--- src/rtl/mips_pkg.sv ---
// Shared types and default widths for the data-memory arbiter slice.
package mips_pkg;

  localparam int ADDR_W_DEF = 32;
  localparam int DATA_W_DEF = 32;

  typedef enum logic [1:0] {
    IDLE   = 2'd0,
    RESP_C = 2'd1,
    RESP_D = 2'd2
  } arb_state_t;

  typedef enum logic [1:0] {
    NONE = 2'd0,
    CORE = 2'd1,
    DBG  = 2'd2
  } arb_grant_t;

  function automatic logic [15:0] sat_inc16(input logic [15:0] v);
    return (v == 16'hFFFF) ? v : v + 16'd1;
  endfunction

endpackage

--- src/rtl/dmem_arb_age.sv ---
// Starvation counter for the debug port: counts cycles a pending request
// goes ungranted, saturating at MAX_WAIT, and flags when the limit is reached.
module dmem_arb_age #(
  parameter int MAX_WAIT = 4
) (
  input  logic clk,
  input  logic rst,
  input  logic pending,
  input  logic granted,
  output logic expired
);

  localparam int CNT_W = $clog2(MAX_WAIT + 1);
  localparam logic [CNT_W-1:0] MAX_CNT = CNT_W'(MAX_WAIT);

  logic [CNT_W-1:0] wait_cnt;

  always_ff @(posedge clk or negedge rst) begin
    if (!rst) begin
      wait_cnt <= '0;
    end else if (!pending || granted) begin
      wait_cnt <= '0;
    end else if (wait_cnt != MAX_CNT) begin
      wait_cnt <= wait_cnt + CNT_W'(1);
    end
  end

  assign expired = (wait_cnt == MAX_CNT);

endmodule

--- src/rtl/dmem_arbiter.sv ---
// Shares the single-port data RAM between the core load/store port and a debug port.
// Optional build macro DMEM_ARB_STATS_EN adds saturating grant/conflict counters.
//
// state  | meaning
// IDLE   | grants are made only here
// RESP_C | core read data returning from RAM
// RESP_D | debug read data returning from RAM
module dmem_arbiter
  import mips_pkg::*;
#(
  parameter int ADDR_W   = ADDR_W_DEF,
  parameter int DATA_W   = DATA_W_DEF,
  parameter int MAX_WAIT = 4
) (
  input  logic              clk,
  input  logic              rst,
  input  logic              core_req,
  input  logic              core_we,
  input  logic [ADDR_W-1:0] core_addr,
  input  logic [DATA_W-1:0] core_wdata,
  output logic [DATA_W-1:0] core_rdata,
  output logic              core_stall,
  input  logic              dbg_valid,
  output logic              dbg_ready,
  input  logic              dbg_we,
  input  logic [ADDR_W-1:0] dbg_addr,
  input  logic [DATA_W-1:0] dbg_wdata,
  output logic              dbg_rvalid,
  output logic [DATA_W-1:0] dbg_rdata,
  output logic              mem_en,
  output logic              mem_we,
  output logic [ADDR_W-1:0] mem_addr,
  output logic [DATA_W-1:0] mem_wdata,
  input  logic [DATA_W-1:0] mem_rdata
`ifdef DMEM_ARB_STATS_EN
  ,
  output logic [15:0]       stat_core_grants,
  output logic [15:0]       stat_dbg_grants,
  output logic [15:0]       stat_conflicts
`endif
);

  arb_state_t state, state_nxt;
  arb_grant_t grant;
  logic       expired;

  dmem_arb_age #(.MAX_WAIT(MAX_WAIT)) u_age (
    .clk     (clk),
    .rst     (rst),
    .pending (dbg_valid),
    .granted (grant == DBG),
    .expired (expired)
  );

  // An expired debug request overrides the core's fixed priority.
  always_comb begin
    grant = NONE;
    if (state == IDLE) begin
      if (dbg_valid && expired)  grant = DBG;
      else if (core_req)         grant = CORE;
      else if (dbg_valid)        grant = DBG;
    end
  end

  always_comb begin
    mem_en    = 1'b0;
    mem_we    = 1'b0;
    mem_addr  = '0;
    mem_wdata = '0;
    case (grant)
      CORE: begin
        mem_en    = 1'b1;
        mem_we    = core_we;
        mem_addr  = core_addr;
        mem_wdata = core_wdata;
      end
      DBG: begin
        mem_en    = 1'b1;
        mem_we    = dbg_we;
        mem_addr  = dbg_addr;
        mem_wdata = dbg_wdata;
      end
      default: ;
    endcase
  end

  always_comb begin
    state_nxt = IDLE;
    if (grant == CORE && !core_we)     state_nxt = RESP_C;
    else if (grant == DBG && !dbg_we)  state_nxt = RESP_D;
  end

  always_ff @(posedge clk or negedge rst) begin
    if (!rst) state <= IDLE;
    else      state <= state_nxt;
  end

  // The held core_req in RESP_C is the one just served, so it must not stall.
  assign core_stall = core_req && (state != RESP_C) && !(grant == CORE && core_we);
  assign core_rdata = (state == RESP_C) ? mem_rdata : '0;
  assign dbg_ready  = (grant == DBG);
  assign dbg_rvalid = (state == RESP_D);
  assign dbg_rdata  = (state == RESP_D) ? mem_rdata : '0;

`ifdef DMEM_ARB_STATS_EN
  always_ff @(posedge clk or negedge rst) begin
    if (!rst) begin
      stat_core_grants <= '0;
      stat_dbg_grants  <= '0;
      stat_conflicts   <= '0;
    end else begin
      if (grant == CORE) stat_core_grants <= sat_inc16(stat_core_grants);
      if (grant == DBG)  stat_dbg_grants  <= sat_inc16(stat_dbg_grants);
      if (state == IDLE && core_req && dbg_valid)
        stat_conflicts <= sat_inc16(stat_conflicts);
    end
  end
`endif

endmodule

--- config.mk ---
export PLATFORM = sky130hd
export DESIGN_NAME = dmem_arbiter
export DESIGN_NICKNAME = d
export VERILOG_FILES = /design/src/rtl/mips_pkg.sv /design/src/rtl/dmem_arb_age.sv /design/src/rtl/dmem_arbiter.sv
export SDC_FILE = /design/constraint.sdc
export NUM_CORES = 1
export LEC_CHECK = 0
export ABC_CLOCK_PERIOD_IN_PS = 2100
export CORE_AREA = 8 8 110 112
export DETAILED_ROUTE_END_ITERATION = 8
export DIE_AREA = 0 0 118 120
export GPL_TIMING_DRIVEN = 0
export HOLD_SLACK_MARGIN = 0.02
export MAX_ROUTING_LAYER = met4
export PLACE_DENSITY = 0.65
export SLEW_MARGIN = 20
export SYNTH_ARGS = -nofsm -noshare
export SYNTH_HDL_FRONTEND = slang
export SYNTH_SLANG_ARGS = --single-unit
--- constraint.sdc ---
create_clock -name clk -period 2.1 [get_ports clk]
set_input_delay 0.42 -clock clk [delete_from_list [all_inputs] [get_ports clk]]
set_output_delay 0.42 -clock clk [all_outputs]
set_load 0.005 [all_outputs]
# == After elaboration in Yosys (flattened, before gate mapping) ==
# Index checks and enable logic that the tools add are counted.
# totals
register_bits,5
latch_bits,0
ramBits,0
romBits,0
elab_cells,38
memories,0
# classes
add_sub_neg,1
mul,0
n_div,0
magnitude_cmp,0
eq_ne,7
shift,0
n_mux,14
bitwise,0
reduce_logical,14
# op_table
op,n
$pmux W32 S2,2
$mux W32,2
$mux W2,6
$logic_and A1 B1 Y1,6
$mux W3,2
$eq A2 B1 Y1 const B,2
$eq A2 B2 Y1 const B,2
$logic_not A1 Y1,4
$add A3 B1 Y3 const B,1
$eq A3 B3 Y1 const B,1
$ne A3 B3 Y1 const B,1
$logic_not A2 Y1,1
$ne A2 B1 Y1 const B,1
$pmux W1 S2,1
$reduce_bool A2 Y1,1
$reduce_or A2 Y1,1
$logic_or A1 B1 Y1,1
$mux W1,1

# == Longest topological paths before layout ==
# logic_depth
ltp_word,8
ltp_mapped,10

# == Hierarchy ==
# From an unflattened synthesis, not the netlist that was laid out.
# unflattened
hier_cells,258
hier_area_um2,1632.8
# by_module_without_submodules
module,n_inst,cells_each,area_per_inst_um2
dmem_arbiter,1,240,1450.1
dmem_arb_age,1,18,182.7

# == Least setup slack after synthesis ==
# OpenSTA, ideal clock, no wires.
# synth_timing
path_type,register -> output
start,register u_age.wait_cnt[0]
end,output mem_wdata[10]
arrival_ns,1.737
required_ns,1.680
slack_ns,-0.057
path_stages_with_launch,11
path_cell_list,dfrtp_1 inv_1 ha_1 nand2_2 nand2_1 and3_1 ha_1 buf_4 buf_4 a22oi_1 nor2_1
# synth_between
elab_chain_cells,6
word_cells_on_any_way,7
# synth_rtl
element,line_no,rtl
start: declaration,dmem_arb_age.sv:16,logic [CNT_W-1:0] wait_cnt;
start signal: assignment,dmem_arb_age.sv:24,wait_cnt <= wait_cnt + CNT_W'(1);
$eq A3 B3 Y1,dmem_arb_age.sv:28,assign expired = (wait_cnt == MAX_CNT);
$logic_and A1 B1 Y1,dmem_arbiter.sv:59,if (dbg_valid && expired) grant = DBG;
$mux W2,dmem_arbiter.sv:59,
$mux W2,dmem_arbiter.sv:58,if (state == IDLE) begin
$eq A2 B2 Y1,n/a,
net dbg_ready,dmem_arbiter.sv:24,"output logic dbg_ready,"
$pmux W32 S2,dmem_arbiter.sv:70,case (grant)
end: declaration,dmem_arbiter.sv:33,"output logic [DATA_W-1:0] mem_wdata,"
# The timed path passes the listed nets, and every way through them passes these cells.

# == Worst setup path in the final report ==
# layout_timing
start,register u_age.wait_cnt[0]
end,output mem_addr[0]
# layout_between
elab_chain_cells,6
word_cells_on_any_way,7
# layout_rtl
element,line_no,rtl
$eq A3 B3 Y1 (*),dmem_arb_age.sv:28,
$logic_and A1 B1 Y1 (*),dmem_arbiter.sv:59,
$mux W2 (*),dmem_arbiter.sv:59,
$mux W2 (*),dmem_arbiter.sv:58,
$eq A2 B2 Y1 / $eq A2 B1 Y1 (equally long branches),dmem_arbiter.sv:70,
$pmux W32 S2 (*),dmem_arbiter.sv:70,
end: declaration,dmem_arbiter.sv:32,"output logic [ADDR_W-1:0] mem_addr,"
# Every way passes the cells marked *; elsewhere a longest branch is shown, timed or not.

==> reports/metrics.cfg <==
[synthesis]
ys.flop_type = dfrtp_1
ys_types = 24
synth_most_common_cell = nor2_1
synthMuxAreaShare = 0.00697
synth_adder_area_share = 0.0387
ys_async_sr_fraction = 1.00
synth_top_area_frac = 0.297
synth_nets = 431
syn_avg_cell_area_um2 = 6.22
syn_area_um2 = 1620
synth_area_leaders = a22oi_1, and2_1, nor2_1
synth_edf_count = 0
synth_top_family_by_area = simple AND/OR/NAND/NOR gates
yosys.area.top_type = a22oi_1
synth-simple-area-share = 0.467
synth_common_cells = nor2_1, a22oi_1, and2_1, buf_2, clkbuf_1
syn-instance-count = 260
yosysWarnings = 0
yosysSeqAreaShare = 0.0774
yosys.area_share.xor_xnor = 0
synth-compound-area-share = 0.317
ys_ff_latch = 5

[finish]
utilization = 0.540
fill_cells = 1017
n_antenna_cell = 0
syn_to_final_growth_pct = 251
fin_nets = 783
finalInstanceArea_um2 = 5670
drive_above_1_share = 0.414

[die]
die_h_um = 120
dieArea_um2 = 14200
initial_core_util = 0.154
die_x_um = 118
num_rows = 38
core_um2 = 10500
io_pins = 299

[power_and_ir_drop]
intPower_mw = 1.08
vdd_drop_max_uv = 172
p_sw_frac = 0.359
power.total_mw = 1.68
p_comb_frac = 0.823
pwr-share-clk = 0.110
p_leak_nw = 2.67
p_seq_frac = 0.067
p_per_area_nw_per_um2 = 297
p_sw_mw = 0.604

[timing]
finalHoldViolCount = 0
setup_viol = 68
slew_headroom = 0.803
fmax_mhz = 395
finalCriticalPeriod_ns = 2.53
rsz0062_at_grt = true
finalMaxSlewViolations = 0
finalSetupTns_ns = -22.16
period_share = 1.20
fin_skew_ns = 0.000839
layout_setup_ws_ns = -0.430
worstMarginPinSlew_ns = 0.295

[global_route]
grtUsageMet1 = 0.211
gr-usage-met3 = 0.0395
grt_pass1_wl_mm = 21.5
grt_pass1_vias = 3665
grt-busiest-layer = met2
antenna_found_initial = 0
grt_max_degree = 11
grt_util_met2 = 0.370
grt_use_total = 0.197
overflow = 0

[cts]
cts-root-buf = clkbuf_8
clkSlewWorstSetupHoldPaths_ns = 0.04
cts_tree = built
worstSkewPairLatency_ns = 0.22
cts_buffers = 3
clock_sinks = 5
cts_buffer_depth = 2
postCtsHoldBufs = 0
h-tree-depth = 1

[routing]
vias_per_cell = 4.46
dr.pass1.iters = 4
drc_errors = 0
wl_mm = 14.7
wl_per_cell_um = 19.6
drtAntennaViolNets = 0
vias = 3353
drt_iter0_markers = 127

[flow_run]
cap_violations = 0

[placement]
place_congestion = 0.882
dp_hpwl_mm = 11.6
portBuffers = 298
pre_cts_ws_ns = -1.18
place_area_um2 = 4790

[status]
status = complete, but fails checks
violations = setup timing

[critical_path]
startpoint_type = flip-flop
cp_top_family = buffers and inverters
cp_slowest_cell = dfrtp_1
path_class = reg2out
cp_slowest_stage_delay_ns = 0.36
crit_chain = inv_2 -> ha_4 -> nand2_4 -> nand2_4 -> and3_4 -> ha_4 -> buf_12 -> buf_12 -> buf_8 -> a22oi_2 -> nor2_1 -> buf_2
worstPathMaxFanout = 7
crit_required_ns = 1.68
crit_buf_inv = 5
critPathCaptureType = output port
cp.arrival_ns = 2.11

[min_path]
min_path_type = in2async

[cell families (layout without fill, tap and decap cells)]
logic type	count (synthesis)	count (layout)
mux	1	1
buf+inv	32	383
fa+ha+maj	5	5
flops	5	5
compound gates	70	70
simple gates	147	147
[flip-flops by register name, indices dropped and copies added (netlist names)]
| register | count |
|---|---|
| u_age.wait_cnt | 3 |
| state | 2 |
[cell type report]
type                       instances  area (um^2)  share of cell area
timing repair buffer             349         3160               0.558
clock buffer                       4         45.0             0.00794
multi-input combinational        223         1760               0.311
sequential                         5          125              0.0221
tap                              140          175              0.0309
inverter                           5         21.3             0.00375
buffer                            25          377              0.0664
[power groups by stage]
stage	registers (mW)	logic, mW	clock network, mW
after floorplan	0.112	0.349	0
after global placement	0.114	1.05	0
after detailed placement	0.114	1.06	0
after CTS	0.113	1.33	0.191
after global routing	0.115	1.48	0.202
final	0.113	1.38	0.184
[layer usage]
layer / part of all wire / vias to the layer above
li1: - / 1603
met2: 0.54 / 189
met1: 0.40 / 1551
met4: 0.012 / 0
met5: 0 / -
met3: 0.052 / 10
[what timing repair did]
item | CTS | global route
gates resized for setup | 468 | 110
setup buffers | 35 | 9
gates cloned | 8 | 4
hold endpoints to repair | 0 | 0
pin swaps | 11 | 21
setup endpoints to repair | 127 | 99
[layout by cell type (no fill, tap or decap), drive strengths merged, types with 6 or more instances in the layout]
cell	instances
clkdlybuf4s50	163
buf	121
nor2	66
and2	64
a22oi	64
clkbuf	41
dlygate4sd2	26
clkdlybuf4s15	20
dlymetal6s2s	6
[path summary, 6_finish.rpt]
path                                                from  slack, ns  depth (start not counted)                             to
hold / removal                                       rst       0.43                          1             state[1]$_DFF_PN0_
min in group clk           u_age.wait_cnt[2]$_DFFE_PN0P_       0.61                          1  u_age.wait_cnt[2]$_DFFE_PN0P_
setup / recovery           u_age.wait_cnt[0]$_DFFE_PN0P_      -0.43                         12                    mem_addr[0]
max in group asynchronous                            rst       1.47                          1  u_age.wait_cnt[1]$_DFFE_PN0P_
hold reg to reg            u_age.wait_cnt[2]$_DFFE_PN0P_       0.61                          1  u_age.wait_cnt[2]$_DFFE_PN0P_
setup reg to reg           u_age.wait_cnt[0]$_DFFE_PN0P_       0.15                         12  u_age.wait_cnt[0]$_DFFE_PN0P_
[through the flow]
step	hold WS (ns)	std cells
final	0.429	751
after global routing	0.435	751
after CTS	0.433	744
after detailed placement	0.517	698
after global placement	0.508	698
after floorplan	0.124	260
No activity file was read; power rests on OpenSTA's default activity.
